===== config.mk =====
export PLATFORM = sky130hd
export DESIGN_NAME = baud_tick_gen
export DESIGN_NICKNAME = d
export VERILOG_FILES = /design/src/rtl/baud_pkg.sv /design/src/rtl/baud_tick_gen_frac_period_ctr.sv /design/src/rtl/baud_tick_gen.sv
export SDC_FILE = /design/constraint.sdc
export NUM_CORES = 1
export LEC_CHECK = 0
export ABC_AREA = 1
export ABC_CLOCK_PERIOD_IN_PS = 4900
export BUFFER_PORTS_ARGS = -buffer_cell sky130_fd_sc_hd__buf_2
export CORE_MARGIN = 3
export CORE_UTILIZATION = 40
export CTS_CLUSTER_SIZE = 14
export DETAILED_ROUTE_END_ITERATION = 8
export PLACE_DENSITY = 0.58
export SYNTH_ARGS = -nofsm -noshare
export SYNTH_HDL_FRONTEND = slang
export SYNTH_HIERARCHICAL = 1
export SYNTH_SLANG_ARGS = --single-unit
export TNS_END_PERCENT = 30

===== constraint.sdc =====
create_clock -name CLOCK_50 -period 4.9 [get_ports CLOCK_50]
set_input_delay 0.98 -clock CLOCK_50 [delete_from_list [all_inputs] [get_ports CLOCK_50]]
set_output_delay 0.98 -clock CLOCK_50 [all_outputs]
set_load 0.05 [all_outputs]

===== src/rtl/baud_pkg.sv =====
// Shared types and divisor math for the baud/oversample timebase.
package baud_pkg;

    localparam int unsigned OS_DEFAULT      = 16;
    localparam int unsigned PHASE_W_DEFAULT = $clog2(OS_DEFAULT);
    localparam int unsigned DIV_W_DEFAULT   = 16;
    localparam int unsigned FRAC_W_DEFAULT  = 8;

    typedef struct packed {
        logic [DIV_W_DEFAULT-1:0]  i;
        logic [FRAC_W_DEFAULT-1:0] f;
    } div_t;

    // Returns {int[31:0], frac[31:0]}; frac is rounded to nearest 2^-frac_w.
    function automatic logic [63:0] calc_div(input longint clk_hz, input longint baud,
                                             input longint os, input int frac_w);
        longint rate;
        longint ip;
        longint rem;
        longint fp;
        rate = baud * os;
        ip   = clk_hz / rate;
        rem  = clk_hz - (ip * rate);
        fp   = ((rem << frac_w) + (rate / 64'sd2)) / rate;
        if (fp >= (64'sd1 << frac_w)) begin
            ip = ip + 64'sd1;
            fp = 64'sd0;
        end
        return {ip[31:0], fp[31:0]};
    endfunction

endpackage


===== src/rtl/baud_tick_gen_frac_period_ctr.sv =====
// Fractional interval counter: cnt/acc/carry state, os_tick and clk_os generation.
module frac_period_ctr #(
    parameter int unsigned DIV_W  = 16,
    parameter int unsigned FRAC_W = 8
) (
    input  logic              clk_i,
    input  logic              rst_ni,
    input  logic              run_i,
    input  logic              clear_i,
    input  logic              pend_i,
    input  logic [DIV_W-1:0]  div_int_i,
    input  logic [FRAC_W-1:0] div_frac_i,
    output logic              tick_due_o,
    output logic              os_tick_o,
    output logic              clk_os_o
);

    localparam int unsigned CW = DIV_W + 1;

    logic [CW-1:0]     cnt_q, cnt_d;
    logic [FRAC_W-1:0] acc_q, acc_d;
    logic              carry_q, carry_d;
    logic              os_tick_q, os_tick_d;
    logic              clk_os_q, clk_os_d;
    logic [DIV_W-1:0]  int_clamped_s;
    logic [CW-1:0]     period_s;
    logic [CW-1:0]     half_s;
    logic              tick_due_s;

    // Intervals shorter than two cycles cannot carry a low and a high clk_os phase.
    always_comb begin
        if (div_int_i < DIV_W'(2'd2)) begin
            int_clamped_s = DIV_W'(2'd2);
        end else begin
            int_clamped_s = div_int_i;
        end
    end

    assign period_s   = {1'b0, int_clamped_s} + CW'(carry_q);
    assign half_s     = period_s >> 1;
    assign tick_due_s = run_i && !clear_i && (cnt_q >= (period_s - CW'(1'b1)));

    // Next-state for the interval counter and fractional accumulator.
    always_comb begin
        cnt_d     = cnt_q;
        acc_d     = acc_q;
        carry_d   = carry_q;
        os_tick_d = 1'b0;
        clk_os_d  = 1'b0;
        if (!run_i || clear_i) begin
            cnt_d   = '0;
            acc_d   = '0;
            carry_d = 1'b0;
        end else if (tick_due_s) begin
            cnt_d     = '0;
            os_tick_d = 1'b1;
            if (pend_i) begin
                acc_d   = '0;
                carry_d = 1'b0;
            end else begin
                {carry_d, acc_d} = {1'b0, acc_q} + {1'b0, div_frac_i};
            end
        end else begin
            cnt_d    = cnt_q + CW'(1'b1);
            clk_os_d = (cnt_d >= half_s);
        end
    end

    // Counter state and registered outputs.
    always_ff @(posedge clk_i or negedge rst_ni) begin
        if (!rst_ni) begin
            cnt_q     <= '0;
            acc_q     <= '0;
            carry_q   <= 1'b0;
            os_tick_q <= 1'b0;
            clk_os_q  <= 1'b0;
        end else begin
            cnt_q     <= cnt_d;
            acc_q     <= acc_d;
            carry_q   <= carry_d;
            os_tick_q <= os_tick_d;
            clk_os_q  <= clk_os_d;
        end
    end

    assign tick_due_o = tick_due_s;
    assign os_tick_o  = os_tick_q;
    assign clk_os_o   = clk_os_q;

endmodule


===== src/rtl/baud_tick_gen.sv =====
// Baud/oversample timebase: shadowed run-time divisor, phase counter, bit/mid ticks, resync.
module baud_tick_gen
    import baud_pkg::*;
#(
    parameter int unsigned CLK_HZ     = 50_000_000,
    parameter int unsigned BAUD       = 9600,
    parameter int unsigned OVERSAMPLE = 16,
    parameter int unsigned DIV_W      = 16,
    parameter int unsigned FRAC_W     = 8
) (
    input  logic                          CLOCK_50,
    input  logic                          reset_n,
    input  logic                          enable,
    input  logic [DIV_W-1:0]              div_int,
    input  logic [FRAC_W-1:0]             div_frac,
    input  logic                          div_load,
    input  logic                          resync,
    output logic                          os_tick,
    output logic                          bit_tick,
    output logic                          mid_tick,
    output logic                          clk_os,
    output logic [$clog2(OVERSAMPLE)-1:0] os_phase,
    output logic                          div_pending
);

    localparam int unsigned       PH_W     = $clog2(OVERSAMPLE);
    localparam logic [63:0]       DEF_DIV  = calc_div(longint'(CLK_HZ), longint'(BAUD),
                                                      longint'(OVERSAMPLE), int'(FRAC_W));
    localparam logic [DIV_W-1:0]  DEF_INT  = DEF_DIV[32 +: DIV_W];
    localparam logic [FRAC_W-1:0] DEF_FRAC = DEF_DIV[0 +: FRAC_W];
    localparam logic [PH_W-1:0]   PH_LAST  = PH_W'(OVERSAMPLE - 1);
    localparam logic [PH_W-1:0]   PH_MID   = PH_W'((OVERSAMPLE / 2) - 1);

    logic [DIV_W-1:0]  act_int_q, act_int_d;
    logic [FRAC_W-1:0] act_frac_q, act_frac_d;
    logic [DIV_W-1:0]  shd_int_q, shd_int_d;
    logic [FRAC_W-1:0] shd_frac_q, shd_frac_d;
    logic              pend_q, pend_d;
    logic [PH_W-1:0]   phase_q, phase_d;
    logic              bit_q, bit_d;
    logic              mid_q, mid_d;
    logic              tick_due_s;

    frac_period_ctr #(
        .DIV_W  (DIV_W),
        .FRAC_W (FRAC_W)
    ) u_ctr (
        .clk_i      (CLOCK_50),
        .rst_ni     (reset_n),
        .run_i      (enable),
        .clear_i    (resync),
        .pend_i     (pend_q),
        .div_int_i  (act_int_q),
        .div_frac_i (act_frac_q),
        .tick_due_o (tick_due_s),
        .os_tick_o  (os_tick),
        .clk_os_o   (clk_os)
    );

    // Divisor shadow/apply, phase tracking and derived tick decode.
    always_comb begin
        act_int_d  = act_int_q;
        act_frac_d = act_frac_q;
        shd_int_d  = shd_int_q;
        shd_frac_d = shd_frac_q;
        pend_d     = pend_q;
        phase_d    = phase_q;
        bit_d      = 1'b0;
        mid_d      = 1'b0;
        if (!enable) begin
            phase_d = '0;
            pend_d  = 1'b0;
            if (div_load) begin
                act_int_d  = div_int;
                act_frac_d = div_frac;
            end else if (pend_q) begin
                act_int_d  = shd_int_q;
                act_frac_d = shd_frac_q;
            end else begin
                act_int_d  = act_int_q;
            end
        end else if (resync) begin
            phase_d = '0;
            if (pend_q) begin
                act_int_d  = shd_int_q;
                act_frac_d = shd_frac_q;
            end else begin
                act_int_d  = act_int_q;
            end
            // A load coinciding with resync waits for the next tick boundary.
            if (div_load) begin
                shd_int_d  = div_int;
                shd_frac_d = div_frac;
                pend_d     = 1'b1;
            end else begin
                pend_d     = 1'b0;
            end
        end else begin
            if (tick_due_s) begin
                bit_d = (phase_q == PH_LAST);
                mid_d = (phase_q == PH_MID);
                phase_d = (phase_q == PH_LAST) ? '0 : (phase_q + PH_W'(1'b1));
                if (pend_q) begin
                    act_int_d  = shd_int_q;
                    act_frac_d = shd_frac_q;
                    pend_d     = 1'b0;
                end else begin
                    pend_d     = pend_q;
                end
            end else begin
                phase_d = phase_q;
            end
            if (div_load) begin
                shd_int_d  = div_int;
                shd_frac_d = div_frac;
                pend_d     = 1'b1;
            end else begin
                shd_int_d  = shd_int_q;
            end
        end
    end

    // Control state and registered tick outputs.
    always_ff @(posedge CLOCK_50 or negedge reset_n) begin
        if (!reset_n) begin
            act_int_q  <= DEF_INT;
            act_frac_q <= DEF_FRAC;
            shd_int_q  <= DEF_INT;
            shd_frac_q <= DEF_FRAC;
            pend_q     <= 1'b0;
            phase_q    <= '0;
            bit_q      <= 1'b0;
            mid_q      <= 1'b0;
        end else begin
            act_int_q  <= act_int_d;
            act_frac_q <= act_frac_d;
            shd_int_q  <= shd_int_d;
            shd_frac_q <= shd_frac_d;
            pend_q     <= pend_d;
            phase_q    <= phase_d;
            bit_q      <= bit_d;
            mid_q      <= mid_d;
        end
    end

    assign bit_tick    = bit_q;
    assign mid_tick    = mid_q;
    assign os_phase    = phase_q;
    assign div_pending = pend_q;

endmodule

-- Yosys cells after proc, flatten, opt, wreduce, memory -nomap -nowiden
Cells that the tools add are included.
- register bits after elaboration: 83
- bits of input ports: 29
- output and inout port bits: 9
- logic and storage cells: 70
- add/subtract/negate cells: 5
- $lt $le $gt $ge: 3
- equal/unequal tests: 4
- muxes and demuxes: 38
- reduce and logical (&&, ||, !) cells: 7
- operators with widths (operator ; count):
    two-way mux 16 bit ; 6
    two-way mux 8 bit ; 8
    two-way mux 17 bit ; 2
    two-way mux 1 bit ; 18
    adder 16 x 1 -> 17 bit ; 1
    adder 17 x 1 -> 17 bit (second input constant) ; 1
    greater-or-equal comparator 17 x 16 -> 1 bit ; 1
    greater-or-equal comparator 17 bit ; 1
    subtractor 17 x 1 -> 17 bit (second input constant) ; 1
    less-than comparator 16 x 2 -> 1 bit (second input constant) ; 1
    two-way mux 4 bit ; 4
    adder 8 x 8 -> 9 bit ; 1
    adder 4 x 1 -> 4 bit (second input constant) ; 1
    equality test 4 x 3 -> 1 bit (second input constant) ; 1
    equality test 4 bit (second input constant) ; 1
    inequality test 4 x 1 -> 1 bit (second input constant) ; 1
    inequality test 3 x 1 -> 1 bit (second input constant) ; 1
    logical AND 1 bit ; 2
    logical NOT 1 bit ; 2
    AND reduction 2 bit ; 1
    nonzero test 2 bit ; 1
    logical OR 1 bit ; 1

-- Longest topological paths before layout
Gate-level depths: netlist of the first run.
- depth in word-level cells: 10
- mapped depth: 31
- depth with buffers taken out: 30

-- By module
The synthesis of the first run kept the hierarchy.
- modules (own cells, without submodules) (module ; instances ; cells each ; area an instance (sq um) ; seq. area each (sq um)):
    frac_period_ctr ; 1 ; 482 ; 3308.2 ; 700.7
    baud_tick_gen ; 1 ; 350 ; 2655.0 ; 1393.8

-- Worst setup path after synthesis of the first run
No wires, ideal clock.
- path type: register to register
- from: register act_int_q[7]
- to: register act_frac_q[1]
- setup time: 0.065 ns
- arrival: 4.445 ns
- required time: 4.835 ns
- path slack: 0.390 ns
- stages on the path, launching flop included: 29
- cells stage by stage: dfrtp_1 > nor4_1 > nand4_1 > o21a_1 > ha_1 > ha_1 > nand2_1 > nor2_2 > or2_1 > inv_1 > nor2_1 > nor3_2 > nand2_1 > nor2_2 > nand2_1 > nor2_2 > xor2_1 > ha_1 > inv_1 > nor3_1 > nor3b_2 > nand4_1 > nand4_1 > nand2_1 > inv_1 > nand3b_2 > buf_1 > nand3_1 > nand2_1
- cells in the longest elaborated chain, start to end: 7
- ends and longest elaborated chain (item ; line ; source):
    from (decl) ; baud_tick_gen.sv:34 ; logic [DIV_W-1:0] act_int_q, act_int_d;
    from (signal assigned) ; baud_tick_gen.sv:135 ; act_int_q <= act_int_d;
    less-than comparator 16 x 2 -> 1 bit ; baud_tick_gen_frac_period_ctr.sv:32 ; if (div_int_i < DIV_W'(2'd2)) begin
    two-way mux 16 bit * ; baud_tick_gen_frac_period_ctr.sv:32 ;
    adder 16 x 1 -> 17 bit * ; baud_tick_gen_frac_period_ctr.sv:39 ; assign period_s = {1'b0, int_clamped_s} + CW'(carry_q);
    subtractor 17 x 1 -> 17 bit * ; baud_tick_gen_frac_period_ctr.sv:41 ; assign tick_due_s = run_i && !clear_i && (cnt_q >= (period_s - CW'(1'b1)));
    greater-or-equal comparator 17 bit * ; baud_tick_gen_frac_period_ctr.sv:41 ;
    logical AND 1 bit * ; baud_tick_gen_frac_period_ctr.sv:41 ;
    via tick_due_s ; baud_tick_gen.sv:42 ; logic tick_due_s;
    inequality test 3 x 1 -> 1 bit (no line) * ; - ;
    to (signal assigned) ; baud_tick_gen.sv:136 ; act_frac_q <= act_frac_d;
    to (decl) ; baud_tick_gen.sv:35 ; logic [FRAC_W-1:0] act_frac_q, act_frac_d;
Mark *: on every way through the listed nets, which the timed path passes. The rest lies on a longest branch.
A chain may end at the register's enable or synchronous reset.

-- Worst setup path in the final report of the first run
- from: register act_int_q[5]
- to: register act_int_q[13]
- cells in the longest elaborated chain, start to end: 7
- ends and longest elaborated chain (item ; line):
    less-than comparator 16 x 2 -> 1 bit ; baud_tick_gen_frac_period_ctr.sv:32
    two-way mux 16 bit * ; baud_tick_gen_frac_period_ctr.sv:32
    adder 16 x 1 -> 17 bit * ; baud_tick_gen_frac_period_ctr.sv:39
    subtractor 17 x 1 -> 17 bit * ; baud_tick_gen_frac_period_ctr.sv:41
    greater-or-equal comparator 17 bit * ; baud_tick_gen_frac_period_ctr.sv:41
    logical AND 1 bit * ; baud_tick_gen_frac_period_ctr.sv:41
    via tick_due_s ; baud_tick_gen.sv:42
    inequality test 3 x 1 -> 1 bit (no line) * ; -
Marked as above.

==> flow_summary_export.csv, run 1 <==
group,metric,value,unit
pwr,p_leak,0.00370,µW
routing,drcViolationCount,0,
routing,vias,5208,
run,maxCapViolCount,0,
die,core-area,14200,µm²
die,die_x,128,µm
critical_path,reg2reg_to,"act_int_q[13]",
routing,wire_per_inst,13.5,µm
cells_and_area,multi_input_area,3470,µm²
cts,clockBufferDepth,2,
die,dieArea,16400,µm²
cts,cts.sinks,83,
cts,clk_latency,0.35,ns
die,start_util,42.0,%
pwr,seq_power_share,40.2,%
global_route,grt_max_degree,43,
pwr,power.share.clock,33.5,%
pwr,combPwrFrac,26.3,%
placement,dp_hpwl,10500,µm
routing,finalWirelength,14600,µm
routing,antenna_left,0,
critical_path,end_kind,"flop",
sta,relSlewSlack,34.5,%
synthesis,syn-num-nets,905,
die,rows,43,
cells_and_area,nets,968,
cells_and_area,diodes,0,
cts,numCtsBuffers,9,
min_path,hold_depth,2,
synthesis,synth_cell_types,46,
sta,skew,0.0110,ns
global_route,antenna_found_initial,0,
critical_path,cp_slowest_stage_delay,0.40,ns
placement,gp_congestion,0.879,
min_path,hold_end,"u_ctr/acc_q[7]",
die,die_h,128,µm
critical_path,worst-r2r-setup-slack,0.21,ns
cells_and_area,drive_above_1_share,17.1,%
cts,ctsRootBufferMaster,"clkbuf_16",
synthesis,synth_area,5960,µm²
pwr,switching_share,34.0,%
global_route,grt_overflow,0,
run_status,outcome,"complete, no violations",
routing,drtIter0Drc,387,
global_route,track_usage,18.2,%
synthesis,postSynth.asyncResetShare,100,%
cts,cts_tree,"done",
sta,drv_slew,0,
critical_path,slowest_stage,"dfrtp_1",
pwr,design_power_total,2030,µW
critical_path,critical_path_arrival,4.98,ns
critical_path,critical_path_class,"flop to flop",
cells_and_area,syn_to_final_growth,17.7,%
synthesis,yosysWarnings,6,
cts,postCtsHoldBufs,0,
pwr,p_sw,690,µW
sta,hold_viol,0,
cells_and_area,final_common_cell,"nand2_1",
cells_and_area,final_core_util,49.4,%
synthesis,synth_edf_count,0,
synthesis,netlist_instances,832,
critical_path,critPathLaunch,"act_int_q[5]",
pwr,p_int,1340,µW
routing,vias_per_cell,4.82,
critical_path,worstPathMaxFanout,6,
cells_and_area,seqCellArea,2100,µm²
critical_path,required,5.19,ns
sta,setup_violations,0,
cts,clk_pin_slew_worst_paths,0.07,ns
global_route,grt_pass1_vias,4936,
sta,fmax,0.213,GHz
critical_path,r2r-start,"act_int_q[5]",
min_path,min_path_type,"flop to flop",
pwr,powerDensity,289,nW/µm²
cells_and_area,nFillCells,1466,
cts,htree_levels,3,
sta,period_share,95.6,%
cells_and_area,final_cell_mix,"nand2_1, inv_1, nand3_1",
placement,port_buffers,37,
global_route,grt_pass1_wl,24100,µm
critical_path,cpMostUsedCell,"nand2_2",
synthesis,synth.ff_latch_count,83,
critical_path,start_kind,"flop",
synthesis,ys.flop_type,"dfrtp_1",
routing,first_pass_iters,5,
synthesis,avgSynthCellArea,7.17,µm²
synthesis,synth-seq-area-share,35.1,%
min_path,hold_path_startpoint,"u_ctr/acc_q[7]",
critical_path,r2r_cells,28,
sta,max_slew.worst_pin.slew,0.978,ns
sta,period_needed,4.69,ns
pwr,ir_drop,0.261,mV
die,io_pins,38,
## worst max-delay path, delay by kind of cell, from the launching register on
kind | cells | cell delay, ns
DFF | 1 | 0.40
and+or+nand+nor | 19 | 2.88
xor gates and xnor gates | 1 | 0.07
buffers and inverters | 4 | 0.40
adders and majority gates | 3 | 0.68
AOI/OAI and AO/OA | 1 | 0.22
## state kept, by name, indices dropped and copies added, names as in the netlist
| name | cells |
|---|---|
| u_ctr/clk_os_o | 1 |
| u_ctr/carry_q | 1 |
| div_pending | 1 |
| mid_tick | 1 |
| act_frac_q | 8 |
| shd_int_q | 16 |
| u_ctr/os_tick_o | 1 |
| bit_tick | 1 |
| u_ctr/cnt_q | 17 |
| shd_frac_q | 8 |
| os_phase | 4 |
| act_int_q | 16 |
| u_ctr/acc_q | 8 |
## synth_stat cells (all sizes together) (4+ instances only)
| library cell | number | area (µm²) |
|---|---|---|
| nor2 | 71 | 320 |
| buf | 15 | 88.8 |
| dfstp | 14 | 368 |
| nand2 | 275 | 1040 |
| a21oi | 20 | 100 |
| dfrtp | 69 | 1730 |
| nor3b | 4 | 35.0 |
| nor4 | 6 | 37.5 |
| o21ai | 35 | 175 |
| xnor2 | 9 | 86.3 |
| ha | 43 | 538 |
| inv | 111 | 417 |
| nand4 | 17 | 106 |
| xor2 | 27 | 270 |
| clkbuf | 6 | 22.5 |
| nor3 | 12 | 75.1 |
| nand3 | 84 | 435 |
## metrics by stage
step	cell area, µm²	worst slack, ns	std cells	TNS [ns]	hold WS [ns]
2_1_floorplan	5960	0.390	832	0	0.446
3_3_place_gp	6430	-0.0507	1050	-0.635	0.460
3_5_place_dp	6430	-0.125	1050	-2.00	0.468
4_1_cts	6750	0.0184	1067	0	0.483
5_1_grt	7020	-0.0723	1080	-1.56	0.503
6_report	7020	0.213	1080	0	0.480
## kinds of logic (layout without fill, tap and decap cells)
| group | count (synthesis) | in the layout | share of synthesized area, % |
|---|---|---|---|
| xor+xnor | 36 | 36 | 5.98 |
| fa+ha+maj | 44 | 44 | 9.36 |
| buf+inv | 132 | 200 | 8.85 |
| simple gates | 474 | 474 | 35.0 |
| compound gates | 63 | 63 | 5.64 |
| flops | 83 | 83 | 35.1 |
## power groups by stage
stage / clock network [µW] / registers (µW) / logic (µW)
floorplan: 0 / 820 / 338
global placement: 0 / 826 / 482
detailed placement: 0 / 826 / 486
CTS: 701 / 815 / 491
global route: 735 / 823 / 614
finish: 679 / 815 / 534
## final cells by class
cell class                 instances  area share [%]
clock buffer                      10            3.41
clock inverter                     6           0.767
inverter                         111            6.04
multi-input combinational        617            49.5
sequential                        83            29.9
tap                              180            3.21
timing repair buffer              73            7.24
## worst max path at each step
stage               endpoint  slack (ns)  cells past startpoint
3_5_place_dp     os_phase[1]       -0.12                     27
5_1_grt        act_int_q[14]       -0.07                     28
2_1_floorplan  act_frac_q[1]        0.39                     28
3_3_place_gp     os_phase[1]       -0.05                     27
6_report       act_int_q[13]        0.21                     28
4_1_cts         act_int_q[0]        0.02                     28
## what timing repair did
action / in CTS / in global routing
setup buffers: 1 / 11
gates cloned: 0 / 2
endpoints found under the setup margin: 28 / 52
gates resized for setup: 4 / 35
pin swaps: 0 / 17
hold endpoints to repair: 0 / 0
## metal layers
| layer | wire, µm | vias up | share of wire (%) | GRT usage, % |
|---|---|---|---|---|
| met1 | 7470 | 2331 | 51 | 25.6 |
| met2 | 6490 | 78 | 45 | 28.8 |
| met5 | 0 | - | 0 | 0 |
| li1 | - | 2785 | - | - |
| met4 | 159 | 0 | 1.1 | 4.06 |
| met3 | 453 | 14 | 3.1 | 4.08 |
Note: power is estimated with default switching activity, not from simulation.
==> run 2, diff against run 1 <==
CORE_UTILIZATION = 55   (was 40)
PLACE_DENSITY = 0.75   (was 0.58)
==> flow_summary_export.csv, run 2 (same netlist as run 1, synthesis figures left out) <==
group,metric,value,unit
die,core-area,10400,µm²
die,die_h,110,µm
cells_and_area,final_cell_mix,"nand2_1, inv_1, nand3_1",
cells_and_area,nets,965,
sta,period_share,96.4,%
cts,numCtsBuffers,9,
die,start_util,57.2,%
routing,wire_per_inst,14.6,µm
critical_path,worst-r2r-setup-slack,0.17,ns
placement,dp_hpwl,11000,µm
placement,gp_congestion,0.940,
sta,setup_tns,0,ns
routing,drtIter0Drc,403,
cts,postCtsHoldBufs,0,
critical_path,critical_path_arrival,5.03,ns
global_route,track_usage,25.4,%
sta,period_needed,4.73,ns
critical_path,required,5.20,ns
pwr,p_leak,0.00366,µW
min_path,hold_depth,2,
die,io_pins,38,
routing,first_pass_iters,5,
cts,htree_levels,3,
cts,cts.sinks,83,
pwr,ir_drop,0.161,mV
global_route,grt_overflow,0,
run,maxCapViolCount,0,
pwr,design_power_total,1880,µW
global_route,grt_max_degree,55,
pwr,powerDensity,274,nW/µm²
cts,ctsRootBufferMaster,"clkbuf_8",
routing,finalWirelength,15100,µm
sta,relSlewSlack,42.4,%
cells_and_area,largest_reg_flops,17,
cts,clk_latency,0.36,ns
global_route,antenna_found_initial,0,
sta,drv_slew,0,
global_route,grt_pass1_wl,24400,µm
sta,hold_viol,0,
cells_and_area,top_register,"u_ctr/cnt_q",
sta,max_slew.worst_pin.slew,0.861,ns
routing,vias,5602,
placement,port_buffers,37,
sta,setup_violations,0,
critical_path,cp_slowest_stage_delay,0.46,ns
die,dieArea,12100,µm²
critical_path,r2r_cells,28,
cells_and_area,nFillCells,927,
run_status,outcome,"complete, no violations",
sta,skew,0.0159,ns
global_route,grt_pass1_vias,5262,
cells_and_area,drive_above_1_share,16.7,%
cells_and_area,final_common_cell,"nand2_1",
critical_path,critical_path_class,"flop to flop",
sta,hold_ws,0.492,ns
routing,antenna_left,0,
die,die_x,110,µm
cts,clk_pin_slew_worst_paths,0.09,ns
critical_path,cpMostUsedCell,"nand2_2",
critical_path,slowest_stage,"dfrtp_2",
critical_path,start_kind,"flop",
cts,clockBufferDepth,2,
routing,vias_per_cell,5.42,
min_path,min_path_type,"flop to flop",
critical_path,end_kind,"flop",
cells_and_area,largestRegisters,"u_ctr/cnt_q x17, act_int_q x16, shd_int_q x16",
routing,drcViolationCount,0,
critical_path,worstPathMaxFanout,6,
cells_and_area,syn_to_final_growth,15.1,%
sta,fmax,0.212,GHz
die,rows,37,
cts,cts_tree,"done",
[run 2: repair_timing]
| item | 4_1_cts | 5_1_grt |
|---|---|---|
| setup endpoints to repair | 28 | 58 |
| buffers inserted | 2 | 9 |
| hold endpoints to repair | 0 | 0 |
| resized for setup | 6 | 33 |
| cloned | 0 | 3 |
| pin swaps | 2 | 17 |
[run 2: final cells by class]
cell class	instances	area (µm²)	area share (%)
inverter	111	424	6.18
tap	136	170	2.48
multi-input combinational	617	3480	50.6
sequential	83	2100	30.5
antenna	1	2.50	0.0364
timing repair buffer	70	487	7.09
clock inverter	7	83.8	1.22
clock buffer	9	124	1.80
[run 2: final timing paths]
kind,from,end
worst max-delay path,act_int_q[11],act_int_q[13]
worst min-delay path,act_frac_q[7],act_frac_q[7]
worst max register to register,act_int_q[11],act_int_q[13]
worst min register to register,act_frac_q[7],act_frac_q[7]
max in group asynchronous,reset_n,act_frac_q[7]
min in group asynchronous,reset_n,u_ctr/cnt_q[4]
[run 2: routing by layer]
| layer | GRT usage [%] | routed length [µm] | up-vias |
|---|---|---|---|
| li1 | - | - | 2771 |
| met1 | 34.7 | 6750 | 2619 |
| met2 | 40.3 | 7100 | 184 |
| met3 | 4.48 | 926 | 28 |
| met4 | 9.59 | 296 | 0 |
| met5 | 0 | 0 | - |
[run 2: power by group]
group          leakage, µW  internal, µW  switching [µW]
sequential         0.00105           759            63.6
clock             0.000102           245             284
combinational      0.00251           206             325
[run 2: worst max-delay path, delay by kind of cell, from the launching register on]
kind / cells / cell delay (ns)
simple gates: 19 / 2.87
fa+ha+maj: 3 / 0.70
flops: 1 / 0.46
buf+inv: 4 / 0.38
compound gates: 1 / 0.18
xor+xnor: 1 / 0.08
[run 2: per-stage QoR]
step / area [µm²] / worst slack (ns) / std cells / utilization, %
6_report: 6870 / 0.174 / 1034 / 65.9
5_1_grt: 6860 / -0.0915 / 1033 / 65.9
2_1_floorplan: 5960 / 0.390 / 832 / -
3_5_place_dp: 6350 / -0.143 / 1003 / 61.0
3_3_place_gp: 6350 / -0.143 / 1003 / 61.0
4_1_cts: 6600 / 0.0499 / 1021 / 63.4
